===== config.mk =====
export PLATFORM = sky130hd
export DESIGN_NAME = pixel_stream_proc
export DESIGN_NICKNAME = d
export VERILOG_FILES = /design/src/rtl/pixel_stream_pkg.sv /design/src/rtl/pixel_op.sv /design/src/rtl/pixel_stream_proc.sv
export SDC_FILE = /design/constraint.sdc
export NUM_CORES = 1
export LEC_CHECK = 0
export BUFFER_PORTS_ARGS = -buffer_cell sky130_fd_sc_hd__buf_4
export CAP_MARGIN = 0
export CORE_ASPECT_RATIO = 0.9
export CORE_MARGIN = 10
export CORE_UTILIZATION = 44
export DETAILED_ROUTE_END_ITERATION = 6
export PLACE_DENSITY = 0.71
export SYNTH_ARGS = -nofsm -noshare
export SYNTH_HDL_FRONTEND = slang
export SYNTH_SLANG_ARGS = --single-unit

===== constraint.sdc =====
create_clock -name clk -period 5 [get_ports clk]
set_input_delay 0.25 -clock clk [delete_from_list [all_inputs] [get_ports clk]]
set_output_delay 0.25 -clock clk [all_outputs]
set_load 0.05 [all_outputs]

===== src/rtl/pixel_stream_pkg.sv =====
// -----------------------------------------------------------------------------
// pixel_stream_pkg
// Shared definitions for the pixel stream processor: FSM state encoding,
// pixel-mode codes and the header reserved-bit mask.
// No ports (package).
// -----------------------------------------------------------------------------
package pixel_stream_pkg;

   typedef enum logic [2:0] {
      ST_HDR = 3'd0,   // waiting for a header word
      ST_LEN = 3'd1,   // waiting for the length word
      ST_PIX = 3'd2,   // waiting for a pixel word
      ST_OUT = 3'd3,   // pushing the processed pixel
      ST_SUM = 3'd4    // pushing the frame checksum
   } state_t;

   localparam logic [1:0] MODE_PASS = 2'b00;  // pass-through
   localparam logic [1:0] MODE_INC  = 2'b01;  // saturating +1
   localparam logic [1:0] MODE_INV  = 2'b10;  // bitwise invert
   localparam logic [1:0] MODE_THR  = 2'b11;  // threshold to all-ones / zero

   // Header bits above the mode field must be zero. Wide enough for any
   // DATA_W up to 64; users slice off the low DATA_W bits.
   localparam logic [63:0] HDR_RSVD_MASK = ~64'h3;

endpackage


===== src/rtl/pixel_op.sv =====
// -----------------------------------------------------------------------------
// pixel_op
// Combinational per-pixel transform selected by a 2-bit mode.
// Ports:
//   mode  in  2       transform select (MODE_* codes)
//   x     in  DATA_W  input pixel
//   y     out DATA_W  transformed pixel
// -----------------------------------------------------------------------------
module pixel_op
   import pixel_stream_pkg::*;
#(
   parameter int DATA_W = 8,
   parameter int THRESH = 128
) (
   input  logic [1:0]        mode,
   input  logic [DATA_W-1:0] x,
   output logic [DATA_W-1:0] y
);

   localparam logic [DATA_W-1:0] THR = DATA_W'(THRESH);
   localparam logic [DATA_W-1:0] ONE = DATA_W'(1);

   always_comb begin
      y = x;
      case (mode)
         MODE_PASS: y = x;
         // all-ones must not wrap to zero
         MODE_INC:  y = (&x) ? x : x + ONE;
         MODE_INV:  y = ~x;
         MODE_THR:  y = (x >= THR) ? {DATA_W{1'b1}} : {DATA_W{1'b0}};
         default:   y = x;
      endcase
   end

endmodule


===== src/rtl/pixel_stream_proc.sv =====
// -----------------------------------------------------------------------------
// pixel_stream_proc
// Reads framed pixel data from a receive FIFO (header, length N, N pixels),
// transforms each pixel according to the header mode, writes the N results
// to a transmit FIFO and closes each frame with a modulo-2^DATA_W checksum of
// the transmitted pixels.
// Ports:
//   clk        in   system clock, rising edge
//   reset      in   asynchronous active-high reset
//   en         in   processing enable; low freezes everything
//   rx_empty   in   receive FIFO empty
//   r_data     in   receive FIFO head word
//   rd_uart    out  one-cycle pop strobe to the receive FIFO
//   tx_full    in   transmit FIFO full
//   w_data     out  transmit word (registered)
//   wr_uart    out  one-cycle push strobe to the transmit FIFO
//   busy       out  high in any state other than HDR
//   mode       out  mode latched from the current or last good header
//   frame_cnt  out  completed frames, wrapping
//   err        out  sticky bad-header flag
// -----------------------------------------------------------------------------
module pixel_stream_proc
   import pixel_stream_pkg::*;
#(
   parameter int DATA_W = 8,
   parameter int THRESH = 128,
   parameter int CNT_W  = 16
) (
   input  logic              clk,
   input  logic              reset,
   input  logic              en,
   input  logic              rx_empty,
   input  logic [DATA_W-1:0] r_data,
   output logic              rd_uart,
   input  logic              tx_full,
   output logic [DATA_W-1:0] w_data,
   output logic              wr_uart,
   output logic              busy,
   output logic [1:0]        mode,
   output logic [CNT_W-1:0]  frame_cnt,
   output logic              err
);

   // One extra bit so a length word of 0 can stand for 2^DATA_W pixels.
   localparam int CW = DATA_W + 1;
   localparam logic [DATA_W-1:0] RSVD = HDR_RSVD_MASK[DATA_W-1:0];

   state_t             state_reg,     state_next;
   logic [1:0]         mode_reg,      mode_next;
   logic [CW-1:0]      cnt_reg,       cnt_next;
   logic [DATA_W-1:0]  csum_reg,      csum_next;
   logic [DATA_W-1:0]  w_data_reg,    w_data_next;
   logic [CNT_W-1:0]   frame_cnt_reg, frame_cnt_next;
   logic               err_reg,       err_next;
   logic [DATA_W-1:0]  pix_y;
   logic [DATA_W-1:0]  csum_add;

   pixel_op #(
      .DATA_W (DATA_W),
      .THRESH (THRESH)
   ) u_pixel_op (
      .mode (mode_reg),
      .x    (r_data),
      .y    (pix_y)
   );

   assign csum_add = csum_reg + w_data_reg;

   always_ff @(posedge clk or posedge reset) begin
      if (reset) begin
         state_reg     <= ST_HDR;
         mode_reg      <= MODE_PASS;
         cnt_reg       <= '0;
         csum_reg      <= '0;
         w_data_reg    <= '0;
         frame_cnt_reg <= '0;
         err_reg       <= 1'b0;
      end else begin
         state_reg     <= state_next;
         mode_reg      <= mode_next;
         cnt_reg       <= cnt_next;
         csum_reg      <= csum_next;
         w_data_reg    <= w_data_next;
         frame_cnt_reg <= frame_cnt_next;
         err_reg       <= err_next;
      end
   end

   always_comb begin
      state_next     = state_reg;
      mode_next      = mode_reg;
      cnt_next       = cnt_reg;
      csum_next      = csum_reg;
      w_data_next    = w_data_reg;
      frame_cnt_next = frame_cnt_reg;
      err_next       = err_reg;
      rd_uart        = 1'b0;
      wr_uart        = 1'b0;
      // Strobes are combinational from the FIFO flags, so reset must also
      // silence them immediately rather than at the next edge.
      if (en && !reset) begin
         case (state_reg)
            ST_HDR: if (!rx_empty) begin
               rd_uart = 1'b1;
               if ((r_data & RSVD) != '0) begin
                  err_next = 1'b1;     // word dropped, stay in HDR
               end else begin
                  mode_next  = r_data[1:0];
                  state_next = ST_LEN;
               end
            end
            ST_LEN: if (!rx_empty) begin
               rd_uart    = 1'b1;
               cnt_next   = (r_data == '0) ? {1'b1, {DATA_W{1'b0}}} : {1'b0, r_data};
               csum_next  = '0;
               state_next = ST_PIX;
            end
            ST_PIX: if (!rx_empty) begin
               rd_uart     = 1'b1;
               w_data_next = pix_y;
               state_next  = ST_OUT;
            end
            ST_OUT: if (!tx_full) begin
               wr_uart   = 1'b1;
               csum_next = csum_add;
               cnt_next  = cnt_reg - CW'(1);
               if (cnt_reg == CW'(1)) begin
                  // Preload the final checksum so SUM also drives w_data
                  // straight from the output register.
                  w_data_next = csum_add;
                  state_next  = ST_SUM;
               end else begin
                  state_next = ST_PIX;
               end
            end
            ST_SUM: if (!tx_full) begin
               wr_uart        = 1'b1;
               frame_cnt_next = frame_cnt_reg + CNT_W'(1);
               state_next     = ST_HDR;
            end
            default: state_next = ST_HDR;
         endcase
      end
   end

   assign w_data    = w_data_reg;
   assign busy      = (state_reg != ST_HDR);
   assign mode      = mode_reg;
   assign frame_cnt = frame_cnt_reg;
   assign err       = err_reg;

endmodule

==> results of run 1 <==
[cells in the final DEF, fill, tap and decap left out, types with 6 or more instances in the layout]
| cell | netlist | layout |
|---|---|---|
| xor2_1 | 13 | 13 |
| xnor2_1 | 12 | 12 |
| nand2_1 | 28 | 28 |
| nor2_1 | 29 | 29 |
| inv_1 | 8 | 7 |
| nor3_1 | 6 | 6 |
| a211oi_1 | 7 | 7 |
| o21ai_0 | 25 | 25 |
| ha_1 | 12 | 12 |
| nand3_1 | 17 | 17 |
| buf_4 | 0 | 44 |
| a21oi_1 | 15 | 15 |
| dfrtp_1 | 47 | 47 |
| mux2_2 | 7 | 7 |
| a31oi_1 | 10 | 10 |
| nor3b_1 | 7 | 7 |
[metrics by stage]
stage	power, mW	cell area, um^2
2_1_floorplan	1.081	3134
3_3_place_gp	1.250	3497
3_5_place_dp	1.269	3497
4_1_cts	1.566	3613
5_1_grt	1.669	3613
6_report	1.559	3613
[critical path: cells and delay by family, from the launching register on]
kind | cells | cell delay (ps)
AOI/OAI and AO/OA | 1 | 50
buffers and inverters | 2 | 520
DFF | 1 | 580
and+or+nand+nor | 3 | 900
[kinds of logic (layout without fill, tap and decap cells)]
family / after synthesis / in the layout / share of synthesized area (%)
buffers and inverters: 27 / 60 / 3.633
DFF: 47 / 47 / 37.53
and+or+nand+nor: 132 / 132 / 23.03
xor gates and xnor gates: 25 / 25 / 6.986
AOI/OAI and AO/OA: 97 / 97 / 20.24
muxes: 9 / 9 / 3.154
adders and majority gates: 13 / 13 / 5.429
[worst min path at each step]
stage,start,to,slack (ps)
3_5_place_dp,err,err,450
4_1_cts,reset,frame_cnt[6],210
2_1_floorplan,r_data[0],mode[0],400
3_3_place_gp,err,err,450
5_1_grt,reset,frame_cnt[6],260
6_report,reset,frame_cnt[6],170
[cells in the mapped netlist (all sizes together), types with 3 or more instances]
cell and count:
or2 4, a211oi 7, o31ai 4, nand2b 4, dfrtp 47, nor4 6, and3 4, a31oi 10
clkbuf 7, ha 12, xnor2 12, nor3b 7, a21o 5, a21oi 15, o21a 3, nand3 17
buf 12, mux2 7, inv 8, nor2 29, nor3 7, nor2b 4, o22a 4, xor2 13
nand4 5, a211o 4, a22oi 3, o21ai 26, nand2 28, nor4b 3, o22ai 3
[layer usage]
layer	wire, um	up-vias	global-route usage [%]
met4	91	0	5.066
met2	3503	59	21.72
li1	-	1352	-
met5	0	-	0
met3	358	9	2.755
met1	3566	1267	18.77
[layout make-up]
type                            count  area share (%)
Multi-Input combinational cell    276           51.04
Sequential cell                    47           32.55
Timing Repair Buffer               44           9.141
Tap cell                           93           3.220
Clock buffer                        5           1.904
Clock inverter                      3           1.316
Inverter                            8          0.8310
[power groups by stage]
| stage | Sequential (mW) | Combinational, mW | Clock, mW |
|---|---|---|---|
| final | 0.589 | 0.676 | 0.294 |
| after global routing | 0.607 | 0.746 | 0.316 |
| after CTS | 0.588 | 0.676 | 0.302 |
| after detailed placement | 0.595 | 0.674 | 0 |
| after global placement | 0.589 | 0.661 | 0 |
| after floorplan | 0.658 | 0.423 | 0 |
==> qor.csv, run 1 <==
stage,metric,value,unit
synth,Syn Nets,376,
worst_setup_path,Worst R2R Path Depth,7,
detailed_routing,drt total wl,7.519,mm
synth,part of the Yosys area used for sequential elements,37.52,%
timing,post-layout min period,2613,ps
worst_setup_path,most numerous cell on the critical path,buf_4,
detailed_routing,WL/cell,15.80,um
synth,cell area after synthesis,3134,um^2
run_status,status,"complete, no violations",
worst_setup_path,crit path kind,reg2out,
grt,All-Layer GR Usage,13.98,%
timing,RSZ-0062 raised after global routing,false,
worst_setup_path,R2R Path End,w_data[2],
worst_setup_path,r2r setup slk,2530,ps
finish,share of layout cells above drive strength 1,18.02,%
synth,Post-synth top flop,dfrtp_1,
worst_setup_path,crit start category,flip-flop,
cts,post-cts repair resize count,0,
synth,Seq cells post-synth,47,
synth,Synth Instances,350,
placement,post-place setup slack,2512,ps
grt,largest net degree at the start of global routing,48,
timing,Post-Route Skew,7.515,ps
pwr,Flop pwr share,37.8,%
synth,Syn. warnings,0,
timing,Max transition margin,22.64,%
cts,hold-fix buffer count after cts,0,
finish,flip-flop count of the largest register after layout,16,
run,max cap viols,0,
pwr,Clk pwr share,18.8,%
worst_setup_path,critical path required time,4750,ps
finish,area of the multi-input gates,1844,um^2
pwr,Pwr Density,431.4,nW/um^2
cts,Clock Latency Late Sink,310,ps
synth,Post-synth ARST share,100.0,%
grt,initial antenna violation count,0,
floorplan,core area,7003,um^2
synth,"EDFF count, synth",0,
worst_setup_path,Worst EP arrival,2360,ps
timing,"Period Utilization, post-route",52.26,%
cts,number of CTS-inserted buffers,5,
timing,"Slew Viols, Final",0,
pwr,Comb pwr share,43.4,%
floorplan,die width,109.0,um
synth,Synth area leaders,"dfrtp_1 (38%), ha_1 (4.8%), o21ai_0 (4.0%), xor2_1 (3.6%), nor2_1 (3.5%)",
timing,Final setup violation count,0,
detailed_routing,drt pass-1 iters,4,
finish,Final Util,51.60,%
worst_setup_path,Critical Path End Type,output pin,
floorplan,Starting Density,44.76,%
pwr,P_leak,1.669,nW
pwr,maximum vdd drop,0.2443,mV
synth,Yosys top cell area share,37.52,%
placement,Post-Place Cells,468,
detailed_routing,Via density,5.645,
synth,largest area contributor in the netlist,dfrtp_1,
grt,vias in the first global route,2510,
synth,Unique masters post-synth,58,
worst_setup_path,crit path cell chain,nand2_1 > nor2_1 > buf_4 > a21oi_1 > nor3b_1 > buf_4,
cts,CTS Sinks,47,
floorplan,site row count,29,
worst_setup_path,CP max-delay cell,dfrtp_1,
timing,worst-margin pin slew,1151,ps
timing,Max Clock Freq,382.7,MHz
floorplan,DIE HEIGHT,100.1,um
synth,synthesized area per cell,8.955,um^2
finish,Final nets,408,
detailed_routing,Post-route DRC,0,
finish,fin cells,476,
cts,clk slew on worst S/H paths,100,ps
cts,Setup Buffers After CTS,0,
pwr,Internal Pwr Total,866.3,uW
cts,clock buffer depth,2,
timing,WHS,172.6,ps
worst_setup_path,Worst setup endpoint,wr_uart,
finish,Area Growth Syn to Fin,15.29,%
floorplan,io pins,43,
placement,post-DP HPWL,5.510,mm
grt,total congestion overflow,0,
timing,final hold vios,0,
finish,Antenna Cells,0,
cts,CTS tree,built,
worst_setup_path,crit-path max FO,14,
cts,CTS Root Cell,clkbuf_8,
cts,# H-tree levels,2,
pwr,Psw,692.4,uW
pwr,switching portion of total power,44.42,%
finish,Storage cell area,1176,um^2
finish,Filler cells,644,
hold_path,hold crit path type,in2async,
worst_setup_path,Worst R2R Start,cnt_reg[1],
timing,fin worst setup slack,2387,ps
detailed_routing,Routed Antenna Nets,0,
detailed_routing,Initial DRC Count,168,
placement,gpl congestion,0.8413,
worst_setup_path,max incr delay on CP,580,ps
detailed_routing,via count,2687,
worst_setup_path,Setup crit start,state_reg[0],
timing,setup TNS,0,ps
grt,first-pass GRT wire length,12.50,mm
floorplan,die area,10900,um^2
placement,port bufs,42,
(Power assumes the default switching activity.)
==> run 2, diff against run 1 <==
--- a/config.mk
+++ b/config.mk
@@ -5,13 +5,14 @@
 export SDC_FILE = /design/constraint.sdc
 export NUM_CORES = 1
 export LEC_CHECK = 0
+export ABC_AREA = 1
 export BUFFER_PORTS_ARGS = -buffer_cell sky130_fd_sc_hd__buf_4
 export CAP_MARGIN = 0
 export CORE_ASPECT_RATIO = 0.9
 export CORE_MARGIN = 10
 export CORE_UTILIZATION = 44
 export DETAILED_ROUTE_END_ITERATION = 6
-export PLACE_DENSITY = 0.71
+export PLACE_DENSITY = 0.73
 export SYNTH_ARGS = -nofsm -noshare
 export SYNTH_HDL_FRONTEND = slang
 export SYNTH_SLANG_ARGS = --single-unit
==> constraint.sdc (replaced) <==
create_clock -name clk -period 2.14 [get_ports clk]
set_input_delay 0.107 -clock clk [delete_from_list [all_inputs] [get_ports clk]]
set_output_delay 0.107 -clock clk [all_outputs]
set_load 0.05 [all_outputs]
==> qor.csv, run 2 <==
stage,metric,value,unit,change
run_status,status,"complete, no violations",,
floorplan,io pins,43,,unchanged
grt,initial antenna violation count,0,,unchanged
synth,Syn Nets,494,,+31%
finish,share of layout cells above drive strength 1,14.53,%,-3.5 points
worst_setup_path,Crit path max-delay family,simple AND/OR/NAND/NOR gates,,
synth,most frequent cells after synthesis,"nand2_1 (117), inv_1 (60), nor2_1 (55), dfrtp_1 (47), nand3_1 (35)",,
timing,Max transition margin,56.99,%,+34 points
detailed_routing,WL/cell,13.40,um,-15%
synth,synthesized area per cell,6.948,um^2,-22%
synth,"count leader, synth",nand2_1,,
cts,Clock Latency Late Sink,300,ps,about the same
timing,"Slew Viols, Final",0,,unchanged
synth,cell area after synthesis,3252,um^2,+3.8%
detailed_routing,Initial DRC Count,274,,+63%
timing,Post-Route Skew,12.12,ps,+4.609 ps
finish,"most common cell after layout, fill and taps aside",nand2_1,,
worst_setup_path,CP max-delay cell,dlygate4sd3_1,,
detailed_routing,Via density,5.117,,-9.4%
grt,total congestion overflow,0,,unchanged
grt,All-Layer GR Usage,14.06,%,+0.075 points
timing,Max Clock Freq,550.4,MHz,
timing,setup TNS,0,ps,unchanged
placement,post-DP HPWL,6.327,mm,+15%
cts,CTS tree,built,,
synth,Syn. warnings,0,,unchanged
worst_setup_path,Worst Path Buf+Inv,3,,+1
timing,final hold vios,0,,unchanged
placement,gpl congestion,0.8918,,+6.0%
finish,most frequent cells in the layout,"nand2_1 (117), inv_1 (59), nor2_1 (55), buf_4 (48), dfrtp_1 (47)",,
timing,worst-margin pin slew,644.3,ps,-506.3 ps
worst_setup_path,crit start category,input pin,,
cts,clock buffer depth,2,,unchanged
synth,Seq cells post-synth,47,,unchanged
hold_path,worst hold path depth,3,,
hold_path,Worst Hold End,cnt_reg[0],,
floorplan,core area,7112,um^2,+1.6%
synth,Unique masters post-synth,32,,-45%
worst_setup_path,Worst R2R Path Depth,8,,+1
detailed_routing,Routed Antenna Nets,0,,unchanged
synth,largest area contributor in the netlist,dfrtp_1,,
worst_setup_path,r2r setup slk,340,ps,-2190 ps
worst_setup_path,Worst R2R Start,w_data[0],,
finish,Antenna Cells,0,,unchanged
timing,post-layout min period,1817,ps,
pwr,maximum vdd drop,0.6201,mV,+150%
floorplan,Starting Density,45.72,%,+0.97 points
timing,WHS,139.0,ps,-33.52 ps
worst_setup_path,crit path cell chain,dlygate4sd3_1 > buf_4 > nor2_2 > nand2_1 > nor2_4 > inv_1 > nor3_2 > nand2_1 > xor2_1,,
finish,flip-flop count of the largest register after layout,16,,unchanged
detailed_routing,via count,3116,,+16%
timing,"Period Utilization, post-route",84.90,%,
synth,Yosys top cell area share,36.17,%,-1.4 points
cts,# H-tree levels,2,,unchanged
placement,port bufs,42,,unchanged
timing,RSZ-0062 raised after global routing,false,,
worst_setup_path,Worst EP arrival,2010,ps,-350 ps
cts,number of CTS-inserted buffers,5,,unchanged
finish,Filler cells,705,,+9.5%
worst_setup_path,max incr delay on CP,540,ps,-40 ps
synth,Post-synth ARST share,100.0,%,unchanged
synth,"EDFF count, synth",0,,unchanged
worst_setup_path,crit path kind,in2reg,,
finish,Area Growth Syn to Fin,16.47,%,
floorplan,site row count,29,,unchanged
synth,Synth Instances,468,,+34%
grt,first-pass GRT wire length,13.65,mm,+9.2%
pwr,P_leak,1.968,nW,+18%
grt,largest net degree at the start of global routing,32,,-33%
synth,part of the Yosys area used for sequential elements,36.17,%,-1.4 points
hold_path,hold crit path type,in2reg,,
pwr,Pwr Density,1120,nW/um^2,+160%
detailed_routing,drt pass-1 iters,5,,+1
worst_setup_path,R2R Path End,w_data[4],,
worst_setup_path,CP Depth,9,,+3
worst_setup_path,crit-path max FO,12,,-2
detailed_routing,drt total wl,8.159,mm,+8.5%
cts,CTS Sinks,47,,unchanged
cts,CTS Root Cell,clkbuf_8,,
finish,Final nets,541,,+33%
floorplan,die area,11230,um^2,+3.0%
grt,vias in the first global route,2838,,+13%
worst_setup_path,most numerous cell on the critical path,nand2_1,,
detailed_routing,Post-route DRC,0,,unchanged
synth,Synth area leaders,"dfrtp_1 (36%), nand2_1 (14%), inv_1 (6.9%), nor2_1 (6.3%), nand3_1 (5.4%)",,
synth,Post-synth top flop,dfrtp_1,,
floorplan,DIE HEIGHT,101.6,um,+1.5%
run,max cap viols,0,,unchanged
worst_setup_path,Critical Path End Type,flip-flop,,
worst_setup_path,critical path required time,2340,ps,-2410 ps
timing,Final setup violation count,0,,unchanged
hold_path,Hold Startpoint,r_data[0],,
cts,clk slew on worst S/H paths,90,ps,about the same
floorplan,die width,110.6,um,+1.5%
run 2: cells by family (layout without fill, tap and decap cells):
logic type | count (synthesis) | count (layout) | share of synthesized area (%)
AOI/OAI and AO/OA | 80 | 80 | 13.08
and+or+nand+nor | 240 | 240 | 32.05
buffers and inverters | 73 | 121 | 9.427
xor gates and xnor gates | 15 | 15 | 4.040
adders and majority gates | 13 | 13 | 5.233
DFF | 47 | 47 | 36.17
run 2: tightest hold or removal path, cell delays in order:
cell and delay [ps]:
buf_4 140, nand3_1 100, a22oi_2 50
run 2: how the worst max path moves through the flow:
| stage | from | endpoint | slack (ps) |
|---|---|---|---|
| CTS | w_data[0] | w_data[4] | 330 |
| floorplan | w_data[0] | w_data[4] | 210 |
| global route | w_data[0] | w_data[4] | 170 |
| finish | reset | frame_cnt[12] | 320 |
| global placement | w_data[0] | w_data[4] | 420 |
| detailed placement | w_data[0] | w_data[4] | 360 |
run 2: cell type report:
type / count / area (um^2) / area share, %
clock inverters: 3 / 46.29 / 1.222
flip-flops and latches: 47 / 1176 / 31.05
well taps: 93 / 116.4 / 3.072
clock buffers: 5 / 68.82 / 1.817
inverters: 64 / 240.2 / 6.343
repair buffers: 49 / 370.4 / 9.779
multi-input cells: 348 / 1769 / 46.71
run 2: power breakdown:
| part | total, mW | leakage, nW | internal, mW | switching, mW |
|---|---|---|---|---|
| Sequential | 1.44 | 0.587 | 1.16 | 0.276 |
| Combinational | 2.13 | 1.33 | 0.687 | 1.44 |
| Clock | 0.672 | 0.0548 | 0.352 | 0.320 |
run 2: per-layer routing:
layer	global-route usage, %	wire, um
met1	18.65	3940
met2	23.32	3803
met3	2.778	375
met4	2.900	38
met5	0	0
run 2: what timing repair did:
action,4_1_cts,5_1_grt
hold endpoints to repair,29,0
setup buffers,0,0
hold buffers,1,0
gates resized for setup,0,0
run 2: through the flow:
step / area (um^2) / cells / setup slack [ps] / utilization (%) / total power [mW]
finish: 3787 / 609 / 323.2 / 53.25 / 4.243
global route: 3787 / 609 / 169.9 / 53.25 / 4.559
CTS: 3787 / 609 / 334.9 / 53.25 / 4.265
detailed placement: 3662 / 600 / 357.6 / 51.50 / 3.582
global placement: 3662 / 600 / 417.9 / 51.50 / 3.530
floorplan: 3252 / 468 / 206.8 / - / 3.001
==> run 3, diff against run 2 <==
--- a/config.mk
+++ b/config.mk
@@ -5,7 +5,7 @@
 export SDC_FILE = /design/constraint.sdc
 export NUM_CORES = 1
 export LEC_CHECK = 0
-export ABC_AREA = 1
+export ABC_AREA = 0
 export BUFFER_PORTS_ARGS = -buffer_cell sky130_fd_sc_hd__buf_4
 export CAP_MARGIN = 0
 export CORE_ASPECT_RATIO = 0.9
==> constraint.sdc (replaced) <==
create_clock -name clk -period 1.5 [get_ports clk]
set_input_delay 0.075 -clock clk [delete_from_list [all_inputs] [get_ports clk]]
set_output_delay 0.075 -clock clk [all_outputs]
set_load 0.05 [all_outputs]
==> qor.csv, run 3 (same netlist as run 1, synthesis figures left out) <==
stage,metric,value,unit,change
worst_setup_path,crit start category,flip-flop,,
grt,total congestion overflow,0,,unchanged
worst_setup_path,r2r setup slk,-420,ps,-760 ps
run,max cap viols,0,,unchanged
finish,Final nets,530,,-2.0%
placement,gpl congestion,0.8581,,-3.8%
run_status,failing checks,negative setup slack,,
pwr,Pwr Density,1481,nW/um^2,+32%
worst_setup_path,max incr delay on CP,440,ps,-100 ps
finish,Filler cells,394,,-44%
worst_setup_path,Worst EP arrival,2120,ps,+110 ps
detailed_routing,WL/cell,21.97,um,+64%
grt,largest net degree at the start of global routing,30,,-6.3%
hold_path,Hold Startpoint,r_data[2],,
pwr,P_leak,2.542,nW,+29%
timing,Final setup violation count,49,,+49
timing,Post-Route Skew,7.342,ps,-4.782 ps
finish,Final Util,77.83,%,+25 points
finish,"most common cell after layout, fill and taps aside",buf_4,,
finish,share of layout cells above drive strength 1,61.98,%,+47 points
worst_setup_path,Worst Path Buf+Inv,0,,-3
grt,first-pass GRT wire length,17.76,mm,+30%
worst_setup_path,Crit path max-delay family,compound AO/OA/AOI/OAI gates,,
detailed_routing,Initial DRC Count,214,,-22%
detailed_routing,Post-route DRC,0,,unchanged
worst_setup_path,crit path kind,reg2reg,,
cts,CTS Sinks,47,,unchanged
worst_setup_path,Worst R2R Start,w_data[4],,
timing,Max transition margin,70.24,%,+13 points
worst_setup_path,critical path required time,1700,ps,-640 ps
placement,post-DP HPWL,6.669,mm,+5.4%
worst_setup_path,CP max-delay cell,dfrtp_2,,
floorplan,site row count,29,,unchanged
hold_path,hold crit path type,in2reg,,
cts,number of CTS-inserted buffers,5,,unchanged
finish,area of the multi-input gates,2535,um^2,+43%
detailed_routing,Via density,6.152,,+20%
finish,Storage cell area,1204,um^2,+2.3%
floorplan,DIE HEIGHT,100.1,um,-1.5%
cts,Clock Latency Late Sink,300,ps,about the same
timing,post-layout min period,1923,ps,
cts,CTS Root Cell,clkbuf_8,,
finish,most frequent cells in the layout,"buf_4 (129), buf_6 (29), dfrtp_1 (25), dfrtp_2 (22), nor2_1 (18)",,
floorplan,die width,109.0,um,-1.5%
floorplan,die area,10900,um^2,-2.9%
detailed_routing,drt total wl,13.14,mm,+61%
timing,"Period Utilization, post-route",128.2,%,
placement,port bufs,42,,unchanged
grt,initial antenna violation count,0,,unchanged
timing,setup TNS,-12930,ps,-12930 ps
detailed_routing,Routed Antenna Nets,0,,unchanged
timing,"Slew Viols, Final",0,,unchanged
hold_path,Worst Hold End,cnt_reg[2],,
floorplan,io pins,43,,unchanged
timing,Max Clock Freq,520.1,MHz,
finish,Area Growth Syn to Fin,73.89,%,
worst_setup_path,R2R Path End,w_data[7],,
floorplan,Starting Density,44.76,%,-0.97 points
cts,clk slew on worst S/H paths,100,ps,about the same
pwr,Tot Pwr,8.074,mW,+90%
worst_setup_path,Critical Path End Type,flip-flop,,
timing,RSZ-0062 raised after global routing,true,,
cts,clock buffer depth,2,,unchanged
finish,Antenna Cells,0,,unchanged
cts,# H-tree levels,2,,unchanged
pwr,maximum vdd drop,0.9180,mV,+48%
detailed_routing,via count,3679,,+18%
finish,flip-flop count of the largest register after layout,16,,unchanged
hold_path,worst hold path depth,3,,unchanged
grt,All-Layer GR Usage,19.96,%,+5.9 points
worst_setup_path,CP Depth,6,,-3
worst_setup_path,crit path cell chain,ha_4 > o211ai_1 > and2_1 > o21ai_1 > a31o_1 > a211o_1,,
grt,vias in the first global route,3520,,+24%
timing,final hold vios,0,,unchanged
timing,fin worst setup slack,-422.6,ps,-745.8 ps
detailed_routing,drt pass-1 iters,5,,unchanged
worst_setup_path,Worst R2R Path Depth,6,,-2
worst_setup_path,crit-path max FO,2,,-10
placement,post-place setup slack,-336.5,ps,-694.0 ps
floorplan,core area,7003,um^2,-1.5%
cts,CTS tree,built,,
timing,worst-margin pin slew,445.7,ps,-198.6 ps
run_status,status,"complete, but fails checks",,
-- run 3: changes by cell type in the layout (fill, tap and decap cells not counted), sizes merged, moves of 17 or more --
cell,before,now
a21oi,32,15
nand2,120,28
nand3,36,17
inv,64,8
nor2,62,29
buf,48,165
-- run 3: per-layer routing --
layer	share of wire (%)	GRT usage (%)	wire length, um	vias up
met2	50	35.27	6613	188
met5	0	0	0	-
met4	4.4	5.876	575	0
met1	39	23.57	5085	1848
li1	-	-	-	1592
met3	6.6	4.228	862	51
-- run 3: cell type report --
class,instances,share of cell area [%]
Sequential cell,47,22.08
Clock buffer,6,1.515
Inverter,8,0.5510
Timing Repair Buffer,166,26.56
Multi-Input combinational cell,276,46.51
Tap cell,93,2.135
Clock inverter,2,0.6428
-- run 3: repair_timing --
item                                    4_1_cts  5_1_grt
pin swaps                                    38       57
endpoints found under the setup margin       45       49
hold buffers                                  1        0
cloned                                        3        0
endpoints found under the hold margin        18        0
setup buffers                                19       31
gates resized for setup                      89       90
-- run 3: worst max path at each step --
stage                           start     endpoint  slack, ps
after floorplan             w_data[0]  csum_reg[4]       -370
after global placement      w_data[1]    w_data[7]       -290
after detailed placement  csum_reg[0]  csum_reg[6]       -340
after CTS                 csum_reg[0]  csum_reg[6]       -330
after global routing        w_data[4]    w_data[7]       -530
final                       w_data[4]    w_data[7]       -420
-- run 3: report_power, final --
part	switching [mW]	internal (mW)	leakage, nW	total (mW)
clock	0.467	0.541	0.0612	1.01
sequential	0.351	1.57	0.587	1.92
combinational	2.67	2.47	1.89	5.14
total	3.49	4.58	2.54	8.07
-- run 3: tightest hold or removal path: stages --
cell     delay [ps]
buf_4           140
a21oi_1          90
o21ai_2         110
-- run 3: stage by stage --
stage / hold WS [ps] / cells / area [um^2]
floorplan: 215.5 / 350 / 3323
global placement: 113.2 / 551 / 4330
detailed placement: 119.0 / 551 / 4330
CTS: 125.8 / 577 / 4938
global route: 135.7 / 598 / 5450
finish: 137.8 / 598 / 5450
